===== src/rtl/saradc_sar_ctrl_if.sv =====
// rtl/saradc_sar_ctrl_if.sv - SAR controller bundle between digital core, analog cells and controller
//
// Groups the conversion handshake (start/abort/busy/done/dout) with the
// analog-facing controls (sample/dac_p/cmp_en) and the comparator decision.
//   master : the environment (digital core + analog macro model) driving start, abort, cmp_out
//   slave  : the SAR controller driving sample, dac_p, cmp_en, busy, done, dout
interface saradc_sar_ctrl_if #(
  parameter int NBITS = 8
);
  logic             start;
  logic             abort;
  logic             cmp_out;
  logic             sample;
  logic [NBITS-1:0] dac_p;
  logic             cmp_en;
  logic             busy;
  logic             done;
  logic [NBITS-1:0] dout;

  modport master (
    output start, abort, cmp_out,
    input  sample, dac_p, cmp_en, busy, done, dout
  );

  modport slave (
    input  start, abort, cmp_out,
    output sample, dac_p, cmp_en, busy, done, dout
  );
endinterface


===== src/rtl/saradc_sar_ctrl.sv =====
// rtl/saradc_sar_ctrl.sv - successive-approximation control FSM for the SAR ADC macro
//
// Sequences the sampling switch, the binary-weighted cap-DAC bottom plates and
// the comparator strobe, resolving one bit per trial MSB-first.
// Ports:
//   clk          single clock, rising edge
//   rst          synchronous active-high reset (priority over abort and start)
//   bus.start    conversion request, honoured only in IDLE or DONE
//   bus.abort    return to IDLE without done, dout kept
//   bus.cmp_out  comparator decision, 1 = input above current DAC trial
//   bus.sample   sampling switch enable
//   bus.dac_p    cap-DAC bottom-plate control, bit k drives weight 2^k
//   bus.cmp_en   comparator strobe (one cycle per trial)
//   bus.busy     high from SAMPLE entry until DONE exit
//   bus.done     one-cycle pulse when dout is updated
//   bus.dout     last completed conversion result
// All outputs are registered.
module saradc_sar_ctrl #(
  parameter int NBITS         = 8,
  parameter int SAMPLE_CYCLES = 2,
  parameter int SETTLE_CYCLES = 1
) (
  input logic              clk,
  input logic              rst,
  saradc_sar_ctrl_if.slave bus
);

  localparam logic [2:0] ST_IDLE    = 3'd0;
  localparam logic [2:0] ST_SAMPLE  = 3'd1;
  localparam logic [2:0] ST_SETTLE  = 3'd2;
  localparam logic [2:0] ST_COMPARE = 3'd3;
  localparam logic [2:0] ST_DONE    = 3'd4;

  // One shared down-counter serves both SAMPLE and SETTLE windows.
  localparam int CMAX = (SAMPLE_CYCLES > SETTLE_CYCLES) ? SAMPLE_CYCLES : SETTLE_CYCLES;
  localparam int CW   = (CMAX <= 2) ? 1 : $clog2(CMAX);
  localparam int IW   = $clog2(NBITS);

  localparam logic [CW-1:0]    SAMPLE_LOAD = CW'(SAMPLE_CYCLES - 1);
  localparam logic [CW-1:0]    SETTLE_LOAD = (SETTLE_CYCLES > 0) ? CW'(SETTLE_CYCLES - 1) : '0;
  localparam logic [IW-1:0]    IDX_TOP     = IW'(NBITS - 1);
  localparam logic [NBITS-1:0] MSB_TRIAL   = {1'b1, {(NBITS-1){1'b0}}};
  localparam logic [NBITS-1:0] ONE         = {{(NBITS-1){1'b0}}, 1'b1};

  logic [2:0]       state;
  logic [CW-1:0]    cnt;
  logic [IW-1:0]    idx;
  logic             sample_r;
  logic [NBITS-1:0] dac_r;
  logic             cmp_en_r;
  logic             busy_r;
  logic             done_r;
  logic [NBITS-1:0] dout_r;

  // resolved: current trial with the bit under test replaced by the decision.
  // next_trial: resolved value plus the next lower trial bit.
  logic [NBITS-1:0] resolved;
  logic [NBITS-1:0] next_trial;

  always_comb begin
    resolved      = dac_r;
    resolved[idx] = bus.cmp_out;
    next_trial    = resolved | (ONE << (idx - 1'b1));
  end

  always_ff @(posedge clk) begin
    if (rst) begin
      state    <= ST_IDLE;
      cnt      <= '0;
      idx      <= '0;
      sample_r <= 1'b0;
      dac_r    <= '0;
      cmp_en_r <= 1'b0;
      busy_r   <= 1'b0;
      done_r   <= 1'b0;
      dout_r   <= '0;
    end else if (bus.abort) begin
      state    <= ST_IDLE;
      cnt      <= '0;
      idx      <= '0;
      sample_r <= 1'b0;
      dac_r    <= '0;
      cmp_en_r <= 1'b0;
      busy_r   <= 1'b0;
      done_r   <= 1'b0;
    end else begin
      case (state)
        ST_IDLE: begin
          done_r <= 1'b0;
          if (bus.start) begin
            state    <= ST_SAMPLE;
            sample_r <= 1'b1;
            busy_r   <= 1'b1;
            dac_r    <= '0;
            cnt      <= SAMPLE_LOAD;
          end
        end

        ST_SAMPLE: begin
          if (cnt == '0) begin
            sample_r <= 1'b0;
            dac_r    <= MSB_TRIAL;
            idx      <= IDX_TOP;
            if (SETTLE_CYCLES == 0) begin
              state    <= ST_COMPARE;
              cmp_en_r <= 1'b1;
            end else begin
              state <= ST_SETTLE;
              cnt   <= SETTLE_LOAD;
            end
          end else begin
            cnt <= cnt - 1'b1;
          end
        end

        ST_SETTLE: begin
          if (cnt == '0) begin
            state    <= ST_COMPARE;
            cmp_en_r <= 1'b1;
          end else begin
            cnt <= cnt - 1'b1;
          end
        end

        ST_COMPARE: begin
          if (idx != '0) begin
            dac_r <= next_trial;
            idx   <= idx - 1'b1;
            // With no settle window the strobe stays up for the next trial.
            if (SETTLE_CYCLES == 0) begin
              cmp_en_r <= 1'b1;
            end else begin
              state    <= ST_SETTLE;
              cnt      <= SETTLE_LOAD;
              cmp_en_r <= 1'b0;
            end
          end else begin
            dac_r    <= resolved;
            dout_r   <= resolved;
            done_r   <= 1'b1;
            cmp_en_r <= 1'b0;
            state    <= ST_DONE;
          end
        end

        ST_DONE: begin
          done_r <= 1'b0;
          dac_r  <= '0;
          if (bus.start) begin
            // Back-to-back conversion: no idle gap.
            state    <= ST_SAMPLE;
            sample_r <= 1'b1;
            busy_r   <= 1'b1;
            cnt      <= SAMPLE_LOAD;
          end else begin
            state  <= ST_IDLE;
            busy_r <= 1'b0;
          end
        end

        default: begin
          state    <= ST_IDLE;
          sample_r <= 1'b0;
          dac_r    <= '0;
          cmp_en_r <= 1'b0;
          busy_r   <= 1'b0;
          done_r   <= 1'b0;
        end
      endcase
    end
  end

  assign bus.sample = sample_r;
  assign bus.dac_p  = dac_r;
  assign bus.cmp_en = cmp_en_r;
  assign bus.busy   = busy_r;
  assign bus.done   = done_r;
  assign bus.dout   = dout_r;

endmodule


===== src/flat_wrapper.sv =====
// flat-port wrapper written by rule: the top's interface ports become plain ports
module saradc_sar_ctrl_flat 
#(
  parameter int NBITS         = 8,
  parameter int SAMPLE_CYCLES = 2,
  parameter int SETTLE_CYCLES = 1
)
  (clk, rst, bus_start, bus_abort, bus_cmp_out, bus_sample, bus_dac_p, bus_cmp_en, bus_busy, bus_done, bus_dout);
  saradc_sar_ctrl_if #(.NBITS(NBITS)) bus_i ();
  input logic clk;
  input logic rst;
  input wire logic [$bits(bus_i.start)-1:0] bus_start;
  input wire logic [$bits(bus_i.abort)-1:0] bus_abort;
  input wire logic [$bits(bus_i.cmp_out)-1:0] bus_cmp_out;
  output wire logic [$bits(bus_i.sample)-1:0] bus_sample;
  output wire logic [$bits(bus_i.dac_p)-1:0] bus_dac_p;
  output wire logic [$bits(bus_i.cmp_en)-1:0] bus_cmp_en;
  output wire logic [$bits(bus_i.busy)-1:0] bus_busy;
  output wire logic [$bits(bus_i.done)-1:0] bus_done;
  output wire logic [$bits(bus_i.dout)-1:0] bus_dout;
  assign bus_i.start = bus_start;
  assign bus_i.abort = bus_abort;
  assign bus_i.cmp_out = bus_cmp_out;
  assign bus_sample = bus_i.sample;
  assign bus_dac_p = bus_i.dac_p;
  assign bus_cmp_en = bus_i.cmp_en;
  assign bus_busy = bus_i.busy;
  assign bus_done = bus_i.done;
  assign bus_dout = bus_i.dout;
  saradc_sar_ctrl #(.NBITS(NBITS), .SAMPLE_CYCLES(SAMPLE_CYCLES), .SETTLE_CYCLES(SETTLE_CYCLES)) u_core (.clk(clk), .rst(rst), .bus(bus_i));
endmodule

===== config.mk =====
export PLATFORM = sky130hd
export DESIGN_NAME = saradc_sar_ctrl_flat
export DESIGN_NICKNAME = d
export VERILOG_FILES = /design/src/rtl/saradc_sar_ctrl_if.sv /design/src/rtl/saradc_sar_ctrl.sv /design/src/flat_wrapper.sv
export SDC_FILE = /design/constraint.sdc
export NUM_CORES = 1
export LEC_CHECK = 0
export BUFFER_PORTS_ARGS = -buffer_cell sky130_fd_sc_hd__buf_2
export CAP_MARGIN = 10
export CORE_MARGIN = 2
export CORE_UTILIZATION = 41
export DETAILED_ROUTE_END_ITERATION = 7
export PLACE_DENSITY = 0.64
export SYNTH_ARGS = -nofsm -noshare
export SYNTH_HDL_FRONTEND = slang
export SYNTH_SLANG_ARGS = --single-unit

===== constraint.sdc =====
create_clock -name clk -period 2.5 [get_ports clk]
set_input_delay 0.75 -clock clk [delete_from_list [all_inputs] [get_ports clk]]
set_output_delay 0.75 -clock clk [all_outputs]
set_load 0.01 [all_outputs]

==> summary.md <==
| Metric | Value |
|---|---|
| Flops & latches, synth | 27 |
| Clk sink count | 27 |
| Final slew viol count | 0 |
| # IOs | 25 |
| Main flop type after synthesis | dfxtp_1 |
| Worst path max stage delay | 0.61 ns |
| Total GRT Usage | 18.7% |
| Worst vdd ir | 0.000342 V |
| Crit-path leading delay family | flip-flops |
| Starting Density | 43.3% |
| Critical path type | flip-flop to flip-flop |
| Routed WL | 3660 um |
| P_sw | 201 uW |
| Buf+Inv Stages, Crit Path | 1 |
| Die ar. | 4440 um^2 |
| Period minus WS final | 1.97 ns |
| CP max FO | 13 |
| Yosys top cell by area | dfxtp_1 |
| Antenna violation net count after detailed routing | 0 |
| Sequential share of power | 57.2% |
| Htree depth | 1 |
| Die Y | 66.6 um |
| Syn Nets | 176 |
| Cts repair resizes | 0 |
| Clock Power Share | 32.7% |
| Layout Nets | 193 |
| Grt total ovfl | 0 |
| Post-synth ARST share | 0% |
| WP data arrival | 2.17 ns |
| Top cells by count, synth | dfxtp_1 (27), a21oi_1 (14), o2111ai_1 (14), a211oi_2 (9), nor2_1 (8) |
| Final Cycle Share | 78.7% |
| Drt drc | 0 |
| Root Driver | clkbuf_8 |
| Vias in the first global route | 1269 |
| Post-synth EDFFs | 0 |
| Area Overhead vs Synth | 7.70% |
| Crit-path slowest cell | dfxtp_1 |
| P_int | 578 uW |
| Fraction of layout cells with a size suffix above 1 | 24.2% |
| Routed vias | 1365 |
| Synth top area cells | dfxtp_1 (34%), o2111ai_1 (7.6%), a211oi_2 (7.0%), buf_6 (4.9%), a21oi_1 (4.4%) |
| Slew headroom | 47.7% |
| CTS tree | yes |
| Worst path cell trace | inv_1 > ha_1 > and3b_4 > and2_1 > a211oi_2 |
| Critical Path RT | 2.70 ns |
| Syn avg cell area | 9.69 um^2 |
| Worst R2R Setup Slack | 0.53 ns |
| Combinational share of power | 10.0% |
| Share of Yosys cell area claimed by the top area cell type | 33.6% |
| Port Buffers | 24 |
| Sequential cell area fraction in the yosys report | 33.6% |
| Startpoint Class | flip-flop |
| Cells after Synth | 166 |
| Clk_lat worst skew | 0.28 ns |
| Filler Cell Count | 378 |
| Final setup fails | 0 |
| Final HPWL DP | 2710 um |
| GP Congestion | 0.773 |
| Initial DRC count | 79 |
| Post-CTS Hold Fix Bufs | 0 |
| TNS Setup | 0 ns |
| Sw frac | 25.8% |
| Antenna cells | 0 |
| Drt first pass iters | 4 |
| CTS Buffer Depth | 2 |
| GR Util met2 | 31.6% |
| Synth unique cells | 41 |
| Final Hold Viols | 0 |
| Clk slew on worst S/H paths | 0.10 ns |
| Gr busiest metal | met2 |
| Most frequent cell after synthesis | dfxtp_1 |
| Die W | 66.6 um |
| CP Capture Type | flip-flop |
| Grt met1 use | 24.7% |
| First-pass GRT wire length | 6280 um |
| Synth Warn # | 0 |
| Fmax | 509 MHz |
| RSZ-0062 raised after global routing | no |
| CTS buffer count | 3 |
| Leakage power | 0.000674 uW |
| Initial antenna violation count | 0 |
| Vias per cell | 5.93 |
| Placement Rows | 22 |
| Clock skew after layout | 0.00821 ns |
| Wirelength per Cell | 15.9 um |
| Max Cap Violations | 0 |
| Largest net degree at the start of global routing | 19 |
| Post-CTS Setup Inserts | 0 |
| Status | complete, no violations |
| Worst hold path class | flip-flop to flip-flop |
| Core area | 3720 um^2 |
| M3 GR Usage | 2.53% |
| Post-Syn Area | 1610 um^2 |
| Worst Max-Slew Pin Slew | 0.783 ns |
| Util after Layout | 46.6% |
| Pwr/cell area | 450 nW/um^2 |
-- registers in the layout (all words and copies together), names as in the netlist, 3 cells and up --
signal	count
u_core.bus.dac_p	8
u_core.bus.dout	8
u_core.idx	3
u_core.state	3
-- kinds of logic after synthesis --
| group | share of synthesized area [%] |
|---|---|
| compound gates | 30.2 |
| simple gates | 19.8 |
| flops | 33.6 |
| buf+inv | 8.17 |
| mux | 4.35 |
| fa+ha+maj | 3.89 |
-- path summary, 6_finish.rpt --
check,from,endpoint,cells after the start
min,u_core.bus.busy$_SDFFE_PP0P_,u_core.bus.busy$_SDFFE_PP0P_,2
max,u_core.idx[1]$_SDFFE_PP0P_,u_core.bus.dout[6]$_SDFFE_PP0P_,5
max reg2reg,u_core.idx[1]$_SDFFE_PP0P_,u_core.bus.dout[6]$_SDFFE_PP0P_,5
min reg2reg,u_core.bus.busy$_SDFFE_PP0P_,u_core.bus.busy$_SDFFE_PP0P_,2
-- cell usage in the layout, fill, tap and decap left out, types with 5 or more instances in the layout --
master / Yosys / final
a211oi_2: 9 / 9
mux2i_1: 7 / 7
nand2b_1: 6 / 6
ha_1: 5 / 5
nand2_1: 5 / 5
nor2_1: 8 / 8
dfxtp_1: 27 / 27
o2111ai_1: 14 / 14
buf_2: 6 / 24
a21oi_1: 14 / 14
o211ai_1: 7 / 7
-- tightest hold or removal path: cells and delay by family, from the launching register on --
family	cells	cell delay (ns)
AOI/OAI and AO/OA	1	0.06
and+or+nand+nor	1	0.06
DFF	1	0.32
-- layout make-up --
type	instances	area, um^2	share of cell area, %
clock buffer	4	45.0	2.60
multi-input combinational	121	937	54.1
sequential	27	541	31.2
inverter	4	15.0	0.866
timing repair buffer	26	135	7.80
tap	48	60.1	3.47
-- through the flow --
| stage | total power, uW | std cells | setup WS [ns] | hold WS [ns] | cell area [um^2] |
|---|---|---|---|---|---|
| 2_1_floorplan | 515 | 166 | 0.940 | 0.493 | 1610 |
| 3_3_place_gp | 531 | 226 | 0.611 | 0.458 | 1690 |
| 3_5_place_dp | 534 | 226 | 0.519 | 0.471 | 1690 |
| 4_1_cts | 780 | 230 | 0.537 | 0.485 | 1730 |
| 5_1_grt | 808 | 230 | 0.378 | 0.502 | 1730 |
| 6_report | 779 | 230 | 0.534 | 0.482 | 1730 |
-- power groups by stage --
stage / Clock (uW) / Combinational, uW / Sequential (uW)
after CTS: 257 / 77.6 / 446
after floorplan: 0 / 63.7 / 451
after global placement: 0 / 75.2 / 456
after detailed placement: 0 / 77.4 / 456
after global routing: 273 / 86.1 / 448
final: 255 / 78.1 / 446
-- routing by layer --
metal / up-vias / part of all wire [%]
li1: 674 / -
met1: 657 / 47
met2: 30 / 49
met3: 4 / 3.2
met4: 0 / 1.0
met5: - / 0
No activity file was read; power rests on OpenSTA's default activity.
